--- config.mk ---
export PLATFORM = sky130hd
export DESIGN_NAME = rom_fetch_arbiter
export DESIGN_NICKNAME = d
export VERILOG_FILES = /design/src/rtl/rom_arb_pkg.sv /design/src/rtl/rom_arb_starve_ctr.sv /design/src/rtl/rom_fetch_arbiter.sv
export SDC_FILE = /design/constraint.sdc
export NUM_CORES = 1
export LEC_CHECK = 0
export ABC_AREA = 1
export CAP_MARGIN = 20
export CORE_MARGIN = 5
export CORE_UTILIZATION = 40
export DETAILED_ROUTE_END_ITERATION = 6
export HOLD_SLACK_MARGIN = 0.1
export PLACE_DENSITY = 0.86
export SYNTH_ARGS = -nofsm -noshare
export SYNTH_HDL_FRONTEND = slang
export SYNTH_SLANG_ARGS = --single-unit
--- constraint.sdc ---
create_clock -name clk -period 2.09 [get_ports clk]
set_input_delay 0.209 -clock clk [delete_from_list [all_inputs] [get_ports clk]]
set_output_delay 0.209 -clock clk [all_outputs]
set_load 0.01 [all_outputs]
--- src/rtl/rom_arb_pkg.sv ---
// Shared types and constants for the ROM fetch arbiter.
// Port IDs, response-state encoding and bus widths.
package rom_arb_pkg;

  localparam int ADDR_W   = 32;
  localparam int DATA_W   = 32;
  localparam int STARVE_W = 4;

  typedef enum logic {
    PORT_IF,
    PORT_D
  } port_e;

  typedef enum logic [1:0] {
    IDLE,
    RESP_IF,
    RESP_D
  } resp_state_e;

  typedef struct packed {
    logic [DATA_W-1:0] data;
    logic              err;
  } resp_t;

  function automatic logic is_unaligned(input logic [1:0] lsb);
    return lsb != 2'b00;
  endfunction

endpackage

--- src/rtl/rom_arb_starve_ctr.sv ---
// Saturating count of consecutive cycles a requester is denied; limit_hit at LIMIT.
// Latency: count updates on the clock edge, limit_hit is a decode of the count.
// Backpressure: none; clears whenever the request drops or is granted.
module rom_arb_starve_ctr
  import rom_arb_pkg::*;
#(
  parameter int LIMIT = 4
) (
  input  logic clk,
  input  logic reset,
  input  logic req,
  input  logic gnt,
  output logic limit_hit
);

  localparam logic [STARVE_W-1:0] LIM = STARVE_W'(LIMIT);

  logic [STARVE_W-1:0] cnt;

  always_ff @(posedge clk) begin
    if (reset || !req || gnt) begin
      cnt <= '0;
    end else if (cnt != LIM) begin
      cnt <= cnt + 1'b1;
    end
  end

  assign limit_hit = (cnt == LIM);

endmodule

--- src/rtl/rom_fetch_arbiter.sv ---
// Shares one combinational ROM between instruction fetch and data load; ROM_ARB_ERR_EN adds unaligned/unmapped error reporting.
// Latency: grant in cycle N, rvalid+rdata in N+1; one access per cycle; fetch starvation bounded by STARVE_LIMIT.
// Backpressure: requesters hold req/addr until gnt; the response side has no stall.
module rom_fetch_arbiter
  import rom_arb_pkg::*;
#(
  parameter int STARVE_LIMIT = 4
) (
  input  logic        clk,
  input  logic        reset,
  input  logic        if_req,
  input  logic [31:0] if_addr,
  output logic        if_gnt,
  output logic        if_rvalid,
  output logic [31:0] if_rdata,
  output logic        if_err,
  input  logic        d_req,
  input  logic [31:0] d_addr,
  output logic        d_gnt,
  output logic        d_rvalid,
  output logic [31:0] d_rdata,
  output logic        d_err,
  output logic [31:0] rom_addr,
  input  logic [31:0] rom_data,
  input  logic        rom_accessable
);

  logic             starve_hit;
  logic             if_win;
  logic             any_gnt;
  port_e            win_port;
  logic [31:0]      addr_q;
  resp_t            resp_d;
  resp_t            resp_q;
  resp_state_e      state_q;
  resp_state_e      state_d;

  rom_arb_starve_ctr #(
    .LIMIT(STARVE_LIMIT)
  ) u_starve (
    .clk       (clk),
    .reset     (reset),
    .req       (if_req),
    .gnt       (if_gnt),
    .limit_hit (starve_hit)
  );

  // Data loads win by default; a starved fetch takes the next slot.
  always_comb begin
    if_win   = if_req && (starve_hit || !d_req);
    if_gnt   = !reset && if_win;
    d_gnt    = !reset && d_req && !if_win;
    any_gnt  = if_gnt || d_gnt;
    win_port = if_gnt ? PORT_IF : PORT_D;
  end

  // Without a grant the ROM keeps seeing the last address so its output is stable.
  always_comb begin
    rom_addr = addr_q;
    if (if_gnt) begin
      rom_addr = if_addr;
    end else if (d_gnt) begin
      rom_addr = d_addr;
    end
  end

  always_ff @(posedge clk) begin
    if (reset) begin
      addr_q <= '0;
    end else if (any_gnt) begin
      addr_q <= rom_addr;
    end
  end

`ifdef ROM_ARB_ERR_EN
  always_comb begin
    resp_d.data = rom_data;
    resp_d.err  = !rom_accessable;
    if (is_unaligned(rom_addr[1:0])) begin
      resp_d.data = '0;
      resp_d.err  = 1'b1;
    end
  end
`else
  logic unused_accessable;
  assign unused_accessable = rom_accessable;

  always_comb begin
    resp_d.data = rom_data;
    resp_d.err  = 1'b0;
  end
`endif

  always_ff @(posedge clk) begin
    if (reset) begin
      resp_q <= '0;
    end else if (any_gnt) begin
      resp_q <= resp_d;
    end
  end

  always_ff @(posedge clk) begin
    if (reset) begin
      state_q <= IDLE;
    end else begin
      state_q <= state_d;
    end
  end

  always_comb begin
    state_d = IDLE;
    if (any_gnt) begin
      state_d = (win_port == PORT_IF) ? RESP_IF : RESP_D;
    end
  end

  // Reset squashes a response already in flight.
  always_comb begin
    if_rvalid = (state_q == RESP_IF) && !reset;
    d_rvalid  = (state_q == RESP_D) && !reset;
    if_rdata  = resp_q.data;
    d_rdata   = resp_q.data;
    if_err    = if_rvalid && resp_q.err;
    d_err     = d_rvalid && resp_q.err;
  end

endmodule

==> impl_metrics.tcl <==
set metrics [dict create \
    powerDensity_mw_per_mm2 649 \
    syn_area_per_cell_um2 7.28 \
    h-tree-depth 3 \
    gp_congestion 0.756 \
    synth.distinct_cells 21 \
    cts_num_sinks 70 \
    drive_gt1_share_pct 15.8 \
    grt_usage_pct 20.6 \
    grt_max_degree 65 \
    dr_wl_met2_mm 5.73 \
    ys_seq_area_share_pct 42.0 \
    cp_max_fo 5 \
    synthCells 458 \
    yosys_warnings 0 \
    drv_cap 0 \
    grt_pass1_vias 3598 \
    status "finished clean" \
    grt_pass1_wl_mm 16.8 \
    final_min_period_over_clock_period_pct 95.6 \
    routedWlPerCell_um 14.7 \
    yosysTopAreaCellShare_pct 42.0 \
    hold_ws_ns 0.475 \
    postLayoutCellArea_mm2 0.00568 \
    yosys_register_bits 70 \
    wl_met1_mm 4.09 \
    nets 749 \
    synth_top_cell_by_area "dfxtp_1" \
    cts_tree "yes" \
    cp-end-kind "output pin" \
    first_pass_iters 4 \
    row_count 33 \
    fmax_mhz 501 \
    insertedDiodeCount 0 \
    vias 3639 \
    drc 0 \
    boundaryPins 203 \
    finalSetupViolCount 0 \
    synthTopCellsByArea "dfxtp_1 (42%), nand3_1 (12%), nand2_1 (8.0%)" \
    dpl_cell_area_mm2 0.00534 \
    die_x_um 101 \
    start_util_pct 40.8 \
    via_per_inst 4.81 \
    fin_crit_ns 2.00 \
    critical_path_arrival_ns 1.79 \
    fp.dieH_um 101 \
    rsz0062_at_grt "yes" \
    cts_buffers 9 \
    ant_nets 0 \
    worstSkewPairLatency_ns 0.34 \
    hold_violations 0 \
    cp.required_ns 1.88 \
    core_region_area_mm2 0.00818 \
    power.total_w 0.00369 \
    antenna_found_initial 0 \
    critPathKind "reg -> out" \
    cts_root_buf "clkbuf_8" \
    tns_ns 0 \
    worst_slack_ns 0.0923 \
    netlist_area_mm2 0.00334 \
    total_leakage_power_nw 2.67 \
    top_layer "met4" \
    ir_drop_mv 0.368 \
    cp-start-kind "flop" \
    hp-class "in -> reg" \
    dr_wl_met3_mm 1.12 \
    skew_ns 0.00717 \
    clockBufferDepth 2 \
    gr-total-overflow 0 \
    portBuffers 199 \
    dp_hpwl_mm 8.29 \
    dieArea_mm2 0.0103 \
    hold_buffers 0 \
    area.growth.synth_to_final_pct 70.2 \
    first_iter_violations 115 \
    slew_violations 0 \
    post-place-ws_ns -0.110 \
    drt-total-wl_mm 11.1 \
    path_clk_slew_ns 0.07 \
]
-- logic make-up after synthesis --
group                      after synthesis  synth area share, %
xor gates and xnor gates                 1                0.263
other                                    1                0.112
DFF                                     70                 42.0
and+or+nand+nor                        243                 34.5
adders and majority gates                2                0.750
AOI/OAI and AO/OA                       35                 5.25
buffers and inverters                  106                 17.1
-- worst max-delay path: stages, from the launching register on --
cell and delay [ns]:
dfxtp_2 0.32, inv_1 0.09, ha_4 0.16, nand3_2 0.11, nand2_4 0.12, buf_6 0.13, buf_4 0.13, nand3_1 0.09
nand3_2 0.08, clkdlybuf4s15_2 0.23
-- placed cells by master (no fill, tap or decap), drive strengths merged, types with 3 or more instances in the layout --
| cell | count |
|---|---|
| nand2 | 71 |
| clkbuf | 16 |
| o21ai | 34 |
| nor2 | 72 |
| dlygate4sd2 | 6 |
| clkdlybuf4s50 | 165 |
| buf | 40 |
| nand3 | 97 |
| dfxtp | 70 |
| clkinv | 3 |
| clkdlybuf4s15 | 22 |
| inv | 43 |
-- layout make-up --
class,count,area (um2)
repair buffers,238,2350
inverters,44,165
clock inverters,5,81.3
well taps,105,131
flip-flops and latches,70,1400
clock buffers,11,151
fillers,676,2500
multi-input cells,283,1390
-- final timing paths --
| check | startpoint | to | slack, ns | depth (start not counted) |
|---|---|---|---|---|
| setup / recovery | u_starve.cnt[0]$_SDFFE_PP0N_ | rom_addr[7] | 0.09 | 9 |
| setup reg to reg | u_starve.cnt[0]$_SDFFE_PP0N_ | u_starve.cnt[3]$_SDFFE_PP0N_ | 0.58 | 10 |
| hold reg to reg | d_rdata[29]$_SDFFE_PP0P_ | d_rdata[29]$_SDFFE_PP0P_ | 0.50 | 2 |
| hold / removal | rom_data[29] | d_rdata[29]$_SDFFE_PP0P_ | 0.47 | 3 |
-- registers in the layout, summed over array words and instances, names as in the netlist --
name and flops:
addr_q 32, d_rdata 32, state_q 2, u_starve.cnt 4
-- cells in the mapped netlist --
cell and count:
nand3_1 79, nand2_1 71, dfxtp_1 70, nor2_1 69, inv_1 42, buf_4 35, o21ai_0 25, nand3_2 18
buf_2 14, clkbuf_1 10, o21ai_1 9, buf_6 3, nor2_4 3, ha_1 2, nand4_1 2, a21oi_1 1
clkinv_1 1, conb_1 1, inv_2 1, nor3_1 1, xnor2_1 1
-- power by group --
part           switching [W]  internal [W]  total [W]
clock               0.000503      0.000737    0.00124
sequential         0.0000513       0.00143    0.00148
combinational       0.000411      0.000556   0.000966
total               0.000965       0.00272    0.00369
-- metal layers --
layer,global-route usage [%],up-vias
met1,21.8,1658
met5,0,-
met2,39.0,175
li1,-,1788
met3,6.82,18
met4,5.01,0
-- through the flow --
stage          std cells  util [%]
4_1_cts              752      69.1
2_1_floorplan        459         -
3_3_place_gp         730      65.3
5_1_grt              756      69.5
6_report             756      69.5
3_5_place_dp         730      65.3
-- timing repair --
action,in CTS,in global routing
gates cloned,2,1
setup endpoints to repair,34,27
resized for setup,88,12
pin swaps,1,1
setup buffers,4,3
No activity file was read; power rests on OpenSTA's default activity.
